**src/rtl/button_debounce_pkg.sv**
```systemverilog
// button_pkg: shared types and defaults for the button debouncer.
//   btn_state_e  - per-channel debounce FSM state
//   DEF_*        - default parameter values (27 MHz board clock)
//   cnt_width()  - bit width needed to hold 0..max_val (minimum 1)
package button_pkg;

  typedef enum logic [1:0] {
    IDLE         = 2'd0,
    PRESS_WAIT   = 2'd1,
    HELD         = 2'd2,
    RELEASE_WAIT = 2'd3
  } btn_state_e;

  localparam int unsigned DEF_NUM_BTN         = 2;
  localparam int unsigned DEF_DEBOUNCE_CYCLES = 270000;   // 10 ms at 27 MHz
  localparam int unsigned DEF_REPEAT_DELAY    = 13500000; // 500 ms at 27 MHz
  localparam int unsigned DEF_REPEAT_PERIOD   = 2700000;  // 100 ms at 27 MHz

  function automatic int unsigned cnt_width(input int unsigned max_val);
    return (max_val < 1) ? 1 : $clog2(max_val + 1);
  endfunction

endpackage

```
**src/rtl/button_debounce_channel.sv**
```systemverilog
// debounce_channel: one button channel -- 2-flop synchronizer, debounce FSM,
// stability counter and auto-repeat timer. All outputs are registered.
//   clk, rst       - clock, synchronous active-high reset
//   btn_n          - raw asynchronous pin, active-low
//   level          - debounced state, 1 = pressed
//   press_pulse    - one cycle on accepted press
//   release_pulse  - one cycle on accepted release
//   repeat_pulse   - one cycle auto-repeat while held
module debounce_channel
  import button_pkg::*;
#(
  parameter int unsigned DEBOUNCE_CYCLES = DEF_DEBOUNCE_CYCLES,
  parameter int unsigned REPEAT_DELAY    = DEF_REPEAT_DELAY,
  parameter int unsigned REPEAT_PERIOD   = DEF_REPEAT_PERIOD
) (
  input  logic clk,
  input  logic rst,
  input  logic btn_n,
  output logic level,
  output logic press_pulse,
  output logic release_pulse,
  output logic repeat_pulse
);

  if (DEBOUNCE_CYCLES < 1) begin : g_bad_debounce
    $error("debounce_channel: DEBOUNCE_CYCLES must be >= 1");
  end
  if (REPEAT_DELAY < 2) begin : g_bad_delay
    $error("debounce_channel: REPEAT_DELAY must be >= 2");
  end
  if (REPEAT_PERIOD < 2) begin : g_bad_period
    $error("debounce_channel: REPEAT_PERIOD must be >= 2");
  end

  localparam int unsigned TMR_MAX =
    ((REPEAT_DELAY > REPEAT_PERIOD) ? REPEAT_DELAY : REPEAT_PERIOD) - 1;
  localparam int unsigned CNT_W = cnt_width(DEBOUNCE_CYCLES - 1);
  localparam int unsigned TMR_W = cnt_width(TMR_MAX);

  localparam logic [CNT_W-1:0] CNT_LAST   = CNT_W'(DEBOUNCE_CYCLES - 1);
  localparam logic [TMR_W-1:0] DELAY_LAST = TMR_W'(REPEAT_DELAY - 1);
  localparam logic [TMR_W-1:0] PERIOD_LAST = TMR_W'(REPEAT_PERIOD - 1);

  logic [1:0]       sync_q;
  logic             pressed;
  btn_state_e       state_q, state_d;
  logic [CNT_W-1:0] cnt_q, cnt_d;
  logic [TMR_W-1:0] tmr_q, tmr_d;
  logic             periodic_q, periodic_d;
  logic             level_d, press_d, release_d, repeat_d;
  logic             tmr_hit;

  // sync_q[1] is the only value the FSM ever looks at.
  assign pressed = ~sync_q[1];
  assign tmr_hit = periodic_q ? (tmr_q == PERIOD_LAST) : (tmr_q == DELAY_LAST);

  always_ff @(posedge clk) begin
    if (rst) begin
      sync_q        <= '1;
      state_q       <= IDLE;
      cnt_q         <= '0;
      tmr_q         <= '0;
      periodic_q    <= 1'b0;
      level         <= 1'b0;
      press_pulse   <= 1'b0;
      release_pulse <= 1'b0;
      repeat_pulse  <= 1'b0;
    end else begin
      sync_q        <= {sync_q[0], btn_n};
      state_q       <= state_d;
      cnt_q         <= cnt_d;
      tmr_q         <= tmr_d;
      periodic_q    <= periodic_d;
      level         <= level_d;
      press_pulse   <= press_d;
      release_pulse <= release_d;
      repeat_pulse  <= repeat_d;
    end
  end

  always_comb begin
    state_d    = state_q;
    cnt_d      = cnt_q;
    tmr_d      = tmr_q;
    periodic_d = periodic_q;
    press_d    = 1'b0;
    release_d  = 1'b0;
    repeat_d   = 1'b0;

    case (state_q)
      IDLE: begin
        if (pressed) begin
          state_d = PRESS_WAIT;
          cnt_d   = '0;
        end
      end
      PRESS_WAIT: begin
        if (!pressed) begin
          state_d = IDLE;
          cnt_d   = '0;
        end else if (cnt_q == CNT_LAST) begin
          state_d    = HELD;
          press_d    = 1'b1;
          tmr_d      = '0;
          periodic_d = 1'b0;
        end else begin
          cnt_d = cnt_q + CNT_W'(1);
        end
      end
      HELD: begin
        // The timer advances on every HELD cycle, including the one that
        // leaves for RELEASE_WAIT; a bounce back to HELD resumes the count
        // instead of restarting it, so a glitch only shifts the schedule.
        if (tmr_hit) begin
          repeat_d   = 1'b1;
          tmr_d      = '0;
          periodic_d = 1'b1;
        end else begin
          tmr_d = tmr_q + TMR_W'(1);
        end
        if (!pressed) begin
          state_d = RELEASE_WAIT;
          cnt_d   = '0;
        end
      end
      RELEASE_WAIT: begin
        if (pressed) begin
          state_d = HELD;
        end else if (cnt_q == CNT_LAST) begin
          state_d   = IDLE;
          release_d = 1'b1;
        end else begin
          cnt_d = cnt_q + CNT_W'(1);
        end
      end
      default: begin
        state_d = IDLE;
        cnt_d   = '0;
      end
    endcase

    level_d = (state_d == HELD) || (state_d == RELEASE_WAIT);
  end

endmodule

```
**src/rtl/button_debounce.sv**
```systemverilog
// button_debounce: NUM_BTN independent debounced buttons with press/release
// pulses and auto-repeat.
//   clk, rst     - clock, synchronous active-high reset
//   btn_n        - raw asynchronous pins, active-low
//   btn_level    - debounced levels, 1 = pressed
//   btn_press    - one-cycle pulse per accepted press
//   btn_release  - one-cycle pulse per accepted release
//   btn_repeat   - one-cycle auto-repeat pulses while held
module button_debounce
  import button_pkg::*;
#(
  parameter int unsigned NUM_BTN         = DEF_NUM_BTN,
  parameter int unsigned DEBOUNCE_CYCLES = DEF_DEBOUNCE_CYCLES,
  parameter int unsigned REPEAT_DELAY    = DEF_REPEAT_DELAY,
  parameter int unsigned REPEAT_PERIOD   = DEF_REPEAT_PERIOD
) (
  input  logic               clk,
  input  logic               rst,
  input  logic [NUM_BTN-1:0] btn_n,
  output logic [NUM_BTN-1:0] btn_level,
  output logic [NUM_BTN-1:0] btn_press,
  output logic [NUM_BTN-1:0] btn_release,
  output logic [NUM_BTN-1:0] btn_repeat
);

  if (NUM_BTN < 1) begin : g_bad_num
    $error("button_debounce: NUM_BTN must be >= 1");
  end

  for (genvar i = 0; i < NUM_BTN; i++) begin : g_ch
    debounce_channel #(
      .DEBOUNCE_CYCLES (DEBOUNCE_CYCLES),
      .REPEAT_DELAY    (REPEAT_DELAY),
      .REPEAT_PERIOD   (REPEAT_PERIOD)
    ) u_channel (
      .clk           (clk),
      .rst           (rst),
      .btn_n         (btn_n[i]),
      .level         (btn_level[i]),
      .press_pulse   (btn_press[i]),
      .release_pulse (btn_release[i]),
      .repeat_pulse  (btn_repeat[i])
    );
  end

endmodule

```
**config.mk**
```make
export PLATFORM = sky130hd
export DESIGN_NAME = button_debounce
export DESIGN_NICKNAME = d
export VERILOG_FILES = /design/src/rtl/button_debounce_pkg.sv /design/src/rtl/button_debounce_channel.sv /design/src/rtl/button_debounce.sv
export SDC_FILE = /design/constraint.sdc
export NUM_CORES = 1
export LEC_CHECK = 0
export CORE_MARGIN = 1.5
export CORE_UTILIZATION = 40
export CTS_CLUSTER_DIAMETER = 100
export DETAILED_ROUTE_END_ITERATION = 16
export GPL_ROUTABILITY_DRIVEN = 0
export PLACE_DENSITY = 0.62
export SLEW_MARGIN = 20
export SYNTH_ARGS = -nofsm -noshare
export SYNTH_HDL_FRONTEND = slang
export SYNTH_HIERARCHICAL = 1
export SYNTH_SLANG_ARGS = --single-unit
```
**constraint.sdc**
```tcl
create_clock -name clk -period 6.45 [get_ports clk]
set_clock_uncertainty 0.05 [all_clocks]
set_input_delay 1.935 -clock clk [delete_from_list [all_inputs] [get_ports clk]]
set_output_delay 1.935 -clock clk [all_outputs]
set_load 0.05 [all_outputs]
```
* Word level (Yosys, flattened, before mapping) *
Cells that the tools add are included.

word-level totals
  output and inout port bits = 8
  register bits = 104
  word-level logic and storage cells = 124
  bits of input ports = 4

operators by class
  multiplexer cells = 48
  bitwise operators = 8
  reduce and logical (&&, ||, !) cells = 18
  add/subtract/negate cells = 4
  equality and inequality tests = 28

operator list
  kind                     count
  $mux W19                 10
  $pmux W19 S4             2
  $mux W24                 6
  $pmux W24 S2             2
  $add A24 B1 Y24 const B  2
  $eq A24 B22 Y1 const B   2
  $eq A24 B24 Y1 const B   2
  $add A19 B1 Y19 const B  2
  $eq A19 B19 Y1 const B   2
  $mux W2                  12
  $eq A2 B2 Y1 const B     8
  $ne A2 B1 Y1 const B     8
  $pmux W2 S4              2
  $mux W1                  12
  $reduce_and A3 Y1        4
  $reduce_or A3 Y1         4
  $ne A2 B2 Y1 const B     4
  $not A1 Y1               8
  $reduce_and A4 Y1        2
  $eq A2 B1 Y1 const B     2
  $logic_not A2 Y1         2
  $pmux W1 S2              2
  $reduce_bool A2 Y1       2
  $reduce_or A2 Y1         2
  $logic_or A1 B1 Y1       2

* Depth between registers and ports, before layout *
  word-level depth = 6
  gate-level depth with buffers = 8
  gate-level depth less buffers = 6

* Hierarchy *
The synthesis kept the hierarchy.

by module, submodules not included
  module                                 seq. area each (um^2)  times used  area each (um^2)  cells each
  debounce_channel at g_ch[1].u_channel  1041.0                 1           2657.5            307
  debounce_channel at g_ch[0].u_channel  1041.0                 1           2645.0            323

* Worst setup path before layout *
No wires, ideal clock.

  kind = input to register
  from = input port rst
  to = register g_ch[1].u_channel.cnt_q[17]
  stages = 4
  data required time = 6.326 ns
  setup time = 0.074 ns
  setup slack = 3.377 ns
  buffers on the path = 1
  arrival = 2.948 ns
  cells stage by stage = clkbuf_1 a2111oi_1 a41oi_1 a31oi_1

RTL lines
  what                  line                           text
  start, declared       button_debounce.sv:18          input logic rst,
  end signal, assigned  button_debounce_channel.sv:71  cnt_q <= cnt_d;
  end, declared         button_debounce_channel.sv:47  logic [CNT_W-1:0] cnt_q, cnt_d;

==> impl_metrics.csv <==
group,metric,value,unit
setup_path,critPathMaxFanout,22,
routing,top_layer,"met4",
synthesis,syn_avg_cell_area,8.417,sq um
sta,slew_violations,0,
sta,max_freq,0.2616,GHz
synthesis,synth_compound_area_share,17.51,%
min_path,hp-class,"reg -> reg",
final_layout,nets,630,
clocking,clkLatencyLatePin,0.34,ns
setup_path,required,6.67,ns
sta,min_period,3.822,ns
sta,setup_ws,2.628,ns
clocking,cts_tree,"built",
power,power_frac_seq,53.2,%
synthesis,synthAdderAreaFrac,0.9438,%
power,swShare,21.62,%
setup_path,endpoint_kind,"flop",
power,pwr-share-clk,44.5,%
die,floorplan.initialDensity,41.51,%
routing,antenna_left,0,
clocking,htreeDepth,3,
placed_design,port_buffers,11,
final_layout,drive_above_1_share,5.901,%
synthesis,synth-xor-area-share,4.129,%
final_layout,n_antenna_cell,0,
clocking,cts_resized,0,
routing,routed_wl,11540,um
die,floorplan.die.width,118.1,um
sta,hold_viol_final,0,
routing,drt-met1-wl,5624,um
power,peakVddDrop,0.1302,mV
power,power_frac_comb,2.3,%
setup_path,timing.setup.critical_path_class,"in -> reg",
run,max_cap_violations,0,
die,dieHeight,118.1,um
routing,drcViolationCount,0,
clocking,cts_setup_buffers,0,
clocking,clk_pin_slew,0.07,ns
power,internal_power,0.9537,mW
synthesis,synth_simple_gate_area_share,33.67,%
sta,fin_crit_sh,59.26,%
grt,grt_antenna_before_repair,0,
grt,grt_usage,16.98,%
synthesis,synth_mux_area_share,0.9438,%
clocking,ctsRootBufferMaster,"clkbuf_16",
grt,grt_pass1_wl,20210,um
grt,grt_pass1_vias,4332,
grt,grt_max_degree,46,
synthesis,netlist_area,5303,sq um
routing,drtIter0Drc,261,
routing,viasPerCell,5.859,
routing,dr_wl_met2,5430,um
synthesis,async_reset_ff_share,0,%
clocking,cts.path.max_buffers,2,
die,rows,41,
setup_path,slowest_stage,"clkdlybuf4s50_1",
clocking,postCtsHoldBufs,0,
synthesis,ys_seq_area_share,39.26,%
setup_path,cpPeakStageDelay,0.74,ns
sta,rsz0062_at_grt,"false",
final_layout,mostFrequentLayoutCells,"dfxtp_1 (104), nor2_1 (53), a21oi_1 (49), nand2_1 (41), nand4_1 (30)",
sta,hold_slack,0.3612,ns
power,p_per_area,210.3,nW/um^2
routing,num_vias,4681,
synthesis,ys_ff_latch,104,
synthesis,synth_edf_count,0,
sta,setup_viol,0,
routing,avgRoutedWirePerCell,14.44,um
die,core,12770,sq um
die,die-area,13960,sq um
clocking,cts.sink_count,104,
setup_path,start_kind,"primary input",
sta,relSlewSlack,41.22,%
synthesis,synth_nets,638,
clocking,cts_buffers,9,
synthesis,syn_inst,630,
placed_design,dp_slack,2.258,ns
synthesis,synth_top_family_by_area,"simple AND/OR/NAND/NOR gates",
setup_path,cp_cell_sequence,"clkdlybuf4s50_1 -> buf_4 -> or3_1 -> a21oi_1",
power,leakage,1.757,nW
placed_design,hpwlAfterDp,7816,um
grt,grt_overflow_total,0,
routing,wl_met3,432,um
synthesis,ys_warn_count,6,
die,ios,12,
setup_path,cp.arrival,4.04,ns
sta,setup_tns,0,ns
synthesis,synth_cell_type_count,65,
routing,drtPass1Iterations,4,
sta,worst_pin_slew,0.8750,ns
final_layout,synthToLayoutAreaGrowth,9.108,%
power,p_switching,0.2631,mW
outcome,status,"completed",
synthesis,synth_ff_type,"dfxtp_1",
final_layout,layout_commonest_cell,"dfxtp_1",
==> synth_stat cells, drive strengths merged, types with 6 or more instances <==
| cell | instances | share of area, % |
|---|---|---|
| dfxtp | 104 | 39 |
| nor2 | 53 | 3.8 |
| a21oi | 49 | 4.6 |
| nand2 | 42 | 3.0 |
| nand3 | 30 | 2.9 |
| nand4 | 30 | 3.5 |
| o21ai | 26 | 2.5 |
| or3 | 26 | 3.2 |
| or4 | 25 | 3.5 |
| clkbuf | 24 | 1.7 |
| o31ai | 23 | 3.3 |
| xor2 | 17 | 2.8 |
| and3 | 15 | 1.8 |
| inv | 13 | 0.92 |
| nor4 | 12 | 1.7 |
| nor3 | 11 | 1.0 |
| nor4b | 8 | 1.3 |
| or2 | 8 | 0.94 |
| xnor2 | 8 | 1.3 |
| a31oi | 7 | 0.83 |
| and4 | 7 | 1.2 |
| buf | 7 | 0.90 |
| nor2b | 6 | 0.71 |
| o211ai | 6 | 0.85 |
==> cell type report <==
class	instances	area, sq um
inverters	13	48.80
clock inverters	5	56.30
well taps	172	215.2
repair buffers	12	117.6
flip-flops and latches	104	2082
fillers	1218	6988
clock buffers	11	232.7
multi-input cells	482	3033
==> logic make-up after synthesis <==
group,Yosys count
xor+xnor,25
compound gates,142
simple gates,306
mux,5
flops,104
buf+inv,44
fa+ha+maj,4
==> routing by layer <==
layer  vias to the layer above  global-route usage (%)
met5                         -                       0
met4                         0                   2.896
met3                         4                   4.344
met2                        77                   28.23
met1                      2227                   22.49
li1                       2373                       -
==> path summary, 6_finish.rpt <==
| check | startpoint | endpoint | slack, ns | depth (start not counted) |
|---|---|---|---|---|
| worst max-delay path | rst | g_ch[0].u_channel/tmr_q[18] | 2.63 | 4 |
| worst min-delay path | g_ch[0].u_channel/sync_q[0] | g_ch[0].u_channel/sync_q[1] | 0.36 | 1 |
| worst max register to register | g_ch[0].u_channel/cnt_q[13] | g_ch[0].u_channel/tmr_q[18] | 3.73 | 5 |
| worst min register to register | g_ch[0].u_channel/sync_q[0] | g_ch[0].u_channel/sync_q[1] | 0.36 | 1 |
==> per-stage QoR <==
step                std cells  util [%]  area [sq um]  total power [mW]
finish                    799     45.29          5786             1.217
floorplan                 630         -          5303            0.6830
CTS                       799     45.29          5786             1.237
detailed placement        783     43.03          5497            0.6905
global placement          783     43.03          5497            0.6897
global route              799     45.29          5786             1.268
==> sequential cells by signal, indices dropped and copies added (netlist names) <==
name / count
g_ch.u_channel/repeat_pulse: 2
g_ch.u_channel/state_q: 4
g_ch.u_channel/periodic_q: 2
g_ch.u_channel/tmr_q: 48
g_ch.u_channel/sync_q: 4
g_ch.u_channel/cnt_q: 38
g_ch.u_channel/press_pulse: 2
g_ch.u_channel/release_pulse: 2
g_ch.u_channel/level: 2
==> power groups by stage <==
stage / logic [mW] / registers, mW / clock network (mW)
final: 0.0283 / 0.647 / 0.541
after global routing: 0.0315 / 0.648 / 0.589
after CTS: 0.0285 / 0.647 / 0.561
after detailed placement: 0.0284 / 0.662 / 0
after global placement: 0.0276 / 0.662 / 0
after floorplan: 0.0218 / 0.661 / 0
==> worst max-delay path, delay by kind of cell <==
family                 cells  cell delay [ns]
buffers and inverters      2             1.11
AOI/OAI and AO/OA          1             0.26
and+or+nand+nor            1             0.73
No activity file was read; power rests on OpenSTA's default activity.
